`src/rtl/bcd_serial_adder.sv`:
```
// bcd_serial_adder
// Digit-serial packed-BCD adder. One BCD digit is processed per clock,
// least significant digit first, between a valid/ready input handshake
// and a valid/ready output handshake.
//
// Optional feature macro: BCD_SUB_EN
//   defined   : in_sub=1 at accept computes A-B via nines complement of B
//               plus an initial carry; out_neg flags a negative result,
//               which is then returned in tens-complement form.
//   undefined : plain addition only, in_sub ignored, out_neg tied low.
//
// state | meaning
// ------+-----------------------------------------------------------
// IDLE  | waiting for operands, in_ready high
// RUN   | one digit per cycle, ND cycles, cnt selects progress
// DONE  | result held on out_sum/out_err/out_neg until out_ready

module bcd_serial_adder #(
   parameter int ND = 4,
   parameter int CW = 3
) (
   input  logic            clk,
   input  logic            rst,
   input  logic            in_valid,
   output logic            in_ready,
   input  logic [4*ND-1:0] in_a,
   input  logic [4*ND-1:0] in_b,
   input  logic            in_sub,
   output logic            out_valid,
   input  logic            out_ready,
   output logic [4*ND+3:0] out_sum,
   output logic            out_err,
   output logic            out_neg
);

   typedef enum logic [1:0] {
      S_IDLE = 2'd0,
      S_RUN  = 2'd1,
      S_DONE = 2'd2
   } state_t;

   localparam logic [CW-1:0] LAST_DIGIT = CW'(ND - 1);

   state_t          state_q, state_d;
   logic [4*ND-1:0] a_q, a_d;
   logic [4*ND-1:0] b_q, b_d;
   logic [4*ND-1:0] res_q, res_d;
   logic            carry_q, carry_d;
   logic [CW-1:0]   cnt_q, cnt_d;
   logic [4*ND+3:0] sum_q, sum_d;
   logic            err_q, err_d;

   logic [4*ND-1:0] b_acc;
   logic            carry_acc;
   logic            bad_digit;
   logic [4:0]      dsum;
   logic [3:0]      digit;
   logic            carry_nxt;
   logic [3:0]      top_digit;

`ifdef BCD_SUB_EN
   logic            sub_q, sub_d;
   logic            neg_q, neg_d;
`else
   logic            unused_sub;
   assign unused_sub = in_sub;
`endif

   // Operand preparation at accept: digit range check, optional complement of B
   always_comb begin
      bad_digit = 1'b0;
      b_acc     = in_b;
      carry_acc = 1'b0;
      for (int i = 0; i < ND; i++) begin
         if ((in_a[4*i +: 4] > 4'd9) || (in_b[4*i +: 4] > 4'd9)) begin
            bad_digit = 1'b1;
         end
`ifdef BCD_SUB_EN
         if (in_sub) begin
            b_acc[4*i +: 4] = 4'd9 - in_b[4*i +: 4];
         end
`endif
      end
`ifdef BCD_SUB_EN
      carry_acc = in_sub;
`endif
   end

   // Single-digit BCD add on the current low nibbles of the shifting operands
   always_comb begin
      dsum      = {1'b0, a_q[3:0]} + {1'b0, b_q[3:0]} + {4'd0, carry_q};
      carry_nxt = (dsum > 5'd9);
      digit     = carry_nxt ? (dsum[3:0] + 4'd6) : dsum[3:0];
   end

   // Next-state and datapath update; defaults hold every register
   always_comb begin
      state_d   = state_q;
      a_d       = a_q;
      b_d       = b_q;
      res_d     = res_q;
      carry_d   = carry_q;
      cnt_d     = cnt_q;
      sum_d     = sum_q;
      err_d     = err_q;
      top_digit = 4'd0;
`ifdef BCD_SUB_EN
      sub_d     = sub_q;
      neg_d     = neg_q;
`endif
      case (state_q)
         S_IDLE: begin
            if (in_valid) begin
               a_d     = in_a;
               b_d     = b_acc;
               carry_d = carry_acc;
               cnt_d   = '0;
               err_d   = bad_digit;
`ifdef BCD_SUB_EN
               sub_d   = in_sub;
`endif
               state_d = S_RUN;
            end
         end
         S_RUN: begin
            // Operands shift right so the active digit is always in [3:0];
            // result digits enter at the top and settle into place after ND shifts.
            a_d     = a_q >> 4;
            b_d     = b_q >> 4;
            carry_d = carry_nxt;
            res_d   = res_q >> 4;
            res_d[4*ND-1 -: 4] = digit;
            cnt_d   = cnt_q + CW'(1);
            if (cnt_q == LAST_DIGIT) begin
`ifdef BCD_SUB_EN
               // A subtraction never reports a carry digit; the final carry
               // only decides the sign.
               top_digit = sub_q ? 4'd0 : {3'b000, carry_nxt};
               neg_d     = sub_q & ~carry_nxt & ~err_q;
`else
               top_digit = {3'b000, carry_nxt};
`endif
               sum_d   = err_q ? '0 : {top_digit, res_d};
               state_d = S_DONE;
            end
         end
         S_DONE: begin
            if (out_ready) begin
               state_d = S_IDLE;
            end
         end
         default: begin
            state_d = S_IDLE;
         end
      endcase
   end

   // State and datapath registers with synchronous reset
   always_ff @(posedge clk) begin
      if (rst) begin
         state_q <= S_IDLE;
         a_q     <= '0;
         b_q     <= '0;
         res_q   <= '0;
         carry_q <= 1'b0;
         cnt_q   <= '0;
         sum_q   <= '0;
         err_q   <= 1'b0;
`ifdef BCD_SUB_EN
         sub_q   <= 1'b0;
         neg_q   <= 1'b0;
`endif
      end else begin
         state_q <= state_d;
         a_q     <= a_d;
         b_q     <= b_d;
         res_q   <= res_d;
         carry_q <= carry_d;
         cnt_q   <= cnt_d;
         sum_q   <= sum_d;
         err_q   <= err_d;
`ifdef BCD_SUB_EN
         sub_q   <= sub_d;
         neg_q   <= neg_d;
`endif
      end
   end

   assign in_ready  = (state_q == S_IDLE);
   assign out_valid = (state_q == S_DONE);
   assign out_sum   = sum_q;
   assign out_err   = err_q;
`ifdef BCD_SUB_EN
   assign out_neg   = neg_q;
`else
   assign out_neg   = 1'b0;
`endif

endmodule

```
`config.mk`:
```
export PLATFORM = sky130hd
export DESIGN_NAME = bcd_serial_adder
export DESIGN_NICKNAME = d
export VERILOG_FILES = /design/src/rtl/bcd_serial_adder.sv
export SDC_FILE = /design/constraint.sdc
export NUM_CORES = 1
export LEC_CHECK = 0
export ABC_AREA = 1
export BUFFER_PORTS_ARGS = -buffer_cell sky130_fd_sc_hd__clkbuf_2
export CAP_MARGIN = 0
export CORE_ASPECT_RATIO = 1.1
export CORE_UTILIZATION = 28
export DETAILED_ROUTE_END_ITERATION = 16
export SYNTH_ARGS = -nofsm -noshare
export SYNTH_HDL_FRONTEND = slang
export SYNTH_SLANG_ARGS = --single-unit
export TNS_END_PERCENT = 30
```
`constraint.sdc`:
```
create_clock -name clk -period 6.62 [get_ports clk]
set_input_delay 0.331 -clock clk [delete_from_list [all_inputs] [get_ports clk]]
set_output_delay 0.331 -clock clk [all_outputs]
set_load 0.02 [all_outputs]
```
# Yosys cells after proc, flatten, opt, wreduce, memory -nomap -nowiden
# Cells that the tools add are included.
[classes] n_reduce_logical=10 eq_ne=6 n_mux=18 n_addsub=4 order_cmp=9
[ops] cell="$pmux W16 S2" count=2
[ops] cell="$gt A4 B4 Y1 const B" count=8
[ops] cell="$mux W16" count=2
[ops] cell="$mux W17" count=1
[ops] cell="$mux W2" count=3
[ops] cell="$pmux W2 S3" count=1
[ops] cell="$pmux W3 S2" count=1
[ops] cell="$reduce_and A2 Y1" count=3
[ops] cell="$add A4 B4 Y5" count=1
[ops] cell="$add A5 B1 Y5" count=1
[ops] cell="$gt A5 B4 Y1 const B" count=1
[ops] cell="$mux W1" count=5
[ops] cell="$add A4 B3 Y4 const B" count=1
[ops] cell="$logic_or A1 B1 Y1" count=4
[ops] cell="$mux W4" count=1
[ops] cell="$ne A2 B2 Y1 const B" count=2
[ops] cell="$add A3 B1 Y3 const B" count=1
[ops] cell="$eq A3 B2 Y1 const B" count=1
[ops] cell="$mux W3" count=1
[ops] cell="$reduce_and A3 Y1" count=1
[ops] cell="$eq A2 B1 Y1 const B" count=1
[ops] cell="$eq A2 B2 Y1 const B" count=1
[ops] cell="$logic_not A2 Y1" count=1
[ops] cell="$ne A2 B1 Y1 const B" count=1
[ops] cell="2 further kinds" count=2
[totals] in_bits=37 output_inout_bits=24 ff_bits=75 elab_cells=55

# Longest topological paths before layout
[depth] ltp_word=6 mapped_depth=16 ltp_nobuf=16

# Worst setup path before layout
# Ideal clock, no wire load.
[synth_timing] path_kind="flip-flop to flip-flop" from="register a_q[0]" to="register res_q[14]" path_stages_with_launch=15 slack_ns=4.301 required_ns=6.511 setup_time_ns=0.109 t_arrival_ns=2.210 synth_period_minus_slack_ns=2.319 path_buffers=0 cell_sequence="dfxtp_1 > fa_1 > fa_1 > inv_1 > ha_1 > inv_1 > a21oi_1 > a21oi_1 > nand2_1 > nand2_1 > nand2_1 > nand2_1 > nand2_1 > nand2_1 > inv_1"
[synth_between] elab_chain_len=4 word_cells_on_any_way=5 classes_between="add/sub (3); order compare (1); mux (1)"
[synth_lines] element="start: declaration" line="45" source="logic [4*ND-1:0] a_q, a_d;"
[synth_lines] element="start signal: assignment" line="162" source="a_q <= '0;"
[synth_lines] element="start signal: assignment" line="175" source="a_q <= a_d;"
[synth_lines] element="$add A4 B4 Y5 *" line="91" source="dsum = {1'b0, a_q[3:0]} + {1'b0, b_q[3:0]} + {4'd0, carry_q};"
[synth_lines] element="$add A5 B1 Y5 *" line="91"
[synth_lines] element="$add A4 B3 Y4 or $gt A5 B4 Y1 (tied branches)" line="93, 92"
[synth_lines] element="$mux W4 *" line="93" source="digit = carry_nxt ? (dsum[3:0] + 4'd6) : dsum[3:0];"
[synth_lines] element="end signal: assignment" line="177" source="res_q <= res_d;"
[synth_lines] element="end: declaration" line="47" source="logic [4*ND-1:0] res_q, res_d;"
# Every way passes the cells marked *; elsewhere a longest branch is shown, timed or not.
# A chain may end at the register's enable or synchronous reset.

# Worst setup path after layout
# Same ends and word-level chain as after synthesis.

==> metrics.md <==
| Metric | Value |
|---|---|
| Status | `completed` |
| Final Core Density | `34.48%` |
| Setup_tns | `0 ns` |
| YS warnings | `0` |
| Worst-path clk slew | `0.05 ns` |
| Die area | `11010 um^2` |
| Max cap viols | `0` |
| Worst skew pair latency | `0.32 ns` |
| Initial Util | `28.68%` |
| Critical-path top delay cell | `fa_1` |
| Family with the most delay on the worst path | `adder cells` |
| Antenna violations before repair | `0` |
| CTS max path bufs | `2` |
| Detailed placement HPWL | `4830 um` |
| Syn avg cell area | `7.529 um^2` |
| CTS root buf | `clkbuf_16` |
| CP dominant cell by count | `nand2_1` |
| Initial DRC count | `143` |
| Top_reg_cell synth | `dfxtp_1` |
| Routed wire length | `7004 um` |
| GP Congestion | `0.7669` |
| PwrDens | `299.1 nW/um^2` |
| Antenna viol nets, final | `0` |
| Via/cell ratio | `4.449` |
| I/O Pins | `61` |
| Switch share | `25.98%` |
| H-tree levels | `3` |
| Min-Delay Path Class | `in2reg` |
| Share of layout cells above drive strength 1 | `17.27%` |
| Final worst-path cycle share | `41.03%` |
| Actual slew at the worst max-slew pin | `0.9389 ns` |
| PostCTS Resize Cnt | `0` |
| Post-synthesis sequential area ratio | `45.89%` |
| Via count | `2594` |
| 1st-pass router iterations | `4` |
| Setup Viol. Count Final | `0` |
| Leak | `1.532 nW` |
| NetSw | `0.2772 mW` |
| Synthesized area | `2967 um^2` |
| Slew Viols, Final | `0` |
| Worst Skew | `0.007141 ns` |
| RSZ-0062 raised after global routing | `no` |
| Die X | `100.1 um` |
| Post-CTS Repair Setup Buffers | `0` |
| Number of enable flip-flop cells after synthesis | `0` |
| Core area | `10340 um^2` |
| Yosys top cell by area | `dfxtp_1` |
| Synth Register Bits | `68` |
| CP Max Fanout | `4` |
| CTS tree | `done` |
| # diodes | `0` |
| Worst Path Arrival | `2.94 ns` |
| Vert. Die Dim | `110.0 um` |
| Crit path time final | `2.716 ns` |
| Max Clk Rate | `368.2 MHz` |
| Type of origin of the critical path | `register` |
| CP bufs+invs | `2` |
| Number of global-route vias before repair | `2418` |
| First-pass GRT wire length | `11310 um` |
| Syn Inst Count | `394` |
| Area Overhead vs Synth | `20.24%` |
| Crit-path cells | `fa_1, fa_1, nand2_1, nand2_1, ha_1, inv_1, a21oi_1, a21oi_1, nand2_1, nand2_1, nand2_1, nand2_1, nand2_1, nand2_1, inv_1` |
| Clk pwr share | `43.0%` |
| Largest net degree at the start of global routing | `50` |
| DP Area | `3282 um^2` |
| Share of power burned in registers | `42.8%` |
| Yosys cell types | `26` |
| Share of the synthesized area in the top cell type | `45.89%` |
| Port Buffers | `55` |
| CTS buffer count | `9` |
| CTS Hold Bufs | `0` |
| Max incr delay on CP | `0.47 ns` |
| Grt total ovfl | `0` |
| Crit end category | `register` |
| NumNets Final | `482` |
| WL/cell | `12.01 um` |
| Fin. Hold Viols | `0` |
| Worst endpoint required time | `6.84 ns` |
| Worst hold slack | `0.2425 ns` |
| Cell internal pwr | `0.7898 mW` |
| DRC violations left | `0` |
| Site Rows | `39` |
| Async set or reset register ratio after synthesis | `0%` |
| Maximum vdd drop | `0.09447 mV` |
| Clock Sinks | `68` |
| Slew Limit Headroom | `37.34%` |
| Total GRT Usage | `13.33%` |
| Area contributors post-synth | `dfxtp_1 46%, nand2_1 16%, o21ai_0 6.2%, a21oi_1 6.1%, a31oi_1 5.1%` |
| Kind of critical path | `reg2reg` |
| Logic pwr share | `14.2%` |
| Post-route cell area | `3567 um^2` |
power by group through the flow:
stage	clock, mW	sequential (mW)	combinational [mW]
finish	0.458	0.457	0.152
global route	0.485	0.461	0.175
CTS	0.471	0.457	0.152
detailed placement	0	0.465	0.151
global placement	0	0.464	0.146
floorplan	0	0.461	0.118
registers in the layout, summed over array words and instances, names as in the netlist:
signal   cells
carry_q      1
out_err      1
a_q         16
b_q         16
cnt_q        3
out_sum     17
res_q       12
state_q      2
layer usage:
metal / wire length [um] / part of all wire (%) / vias to the layer above / track usage [%]
met2: 3458 / 49 / 38 / 22.75
met4: 106 / 1.5 / 0 / 5.590
met5: 0 / 0 / - / 0
met3: 279 / 4.0 / 7 / 3.878
li1: - / - / 1375 / -
met1: 3159 / 45 / 1174 / 15.62
cells in the mapped netlist, types with 2 or more instances:
| cell | instances |
|---|---|
| a31oi_1 | 24 |
| inv_1 | 17 |
| nor2_1 | 22 |
| buf_6 | 3 |
| inv_2 | 4 |
| a21oi_1 | 36 |
| nand3_1 | 9 |
| buf_4 | 4 |
| clkbuf_1 | 11 |
| dfxtp_1 | 68 |
| fa_1 | 2 |
| nand2_1 | 124 |
| o21ai_1 | 6 |
| o21ai_0 | 37 |
| nor2_8 | 2 |
| ha_1 | 7 |
| buf_2 | 9 |
final cells by class:
cell class	count	area, um^2
Clock buffer	13	250.2
Tap cell	143	178.9
Multi-Input combinational cell	281	1388
Sequential cell	68	1361
Inverter	21	78.83
Fill cell	1142	6778
Timing Repair Buffer	55	275.3
Clock inverter	2	35.03
stage by stage:
step | power [mW] | setup WS, ns | instances
6_report | 1.067 | 3.904 | 583
5_1_grt | 1.121 | 3.651 | 583
4_1_cts | 1.079 | 3.967 | 583
3_5_place_dp | 0.6161 | 3.985 | 568
3_3_place_gp | 0.6101 | 4.102 | 568
2_1_floorplan | 0.5787 | 4.301 | 397
logic make-up (layout without fill, tap and decap cells):
kind of cell               count (synthesis)  count (layout)  synth area share (%)
AOI/OAI and AO/OA                        107             107                 19.44
adders and majority gates                  9               9                 4.302
buffers and inverters                     48              91                 7.718
DFF                                       68              68                 45.89
other                                      1               4                0.1264
and+or+nand+nor                          161             161                 22.52
worst paths after layout:
path / end / depth (start not counted) / start / slack, ns
max: res_q[14] / 15 / a_q[0] / 3.90
min: b_q[12] / 3 / in_b[12] / 0.24
max reg2reg: res_q[14] / 15 / a_q[0] / 3.90
min reg2reg: cnt_q[2] / 2 / cnt_q[2] / 0.46
tightest hold or removal path: stages:
cell,delay (ns)
clkbuf_2,0.08
nand2_1,0.05
a21oi_1,0.05
cells in the final DEF, fill, tap and decap left out, drive strengths merged:
cell    Yosys  final
nand3       9      9
a21oi      36     36
dfxtp      68     68
o21bai      1      1
or2         1      1
bufinv      0      1
a41oi       1      1
ha          7      7
clkinv      0      1
a31oi      24     24
clkbuf     11     68
o21a        1      1
o211ai      1      1
nand2     125    125
fa          2      2
o21ai      43     43
nor2       26     26
inv        21     21
conb        1      4
Power figures use the tool's default switching activity.
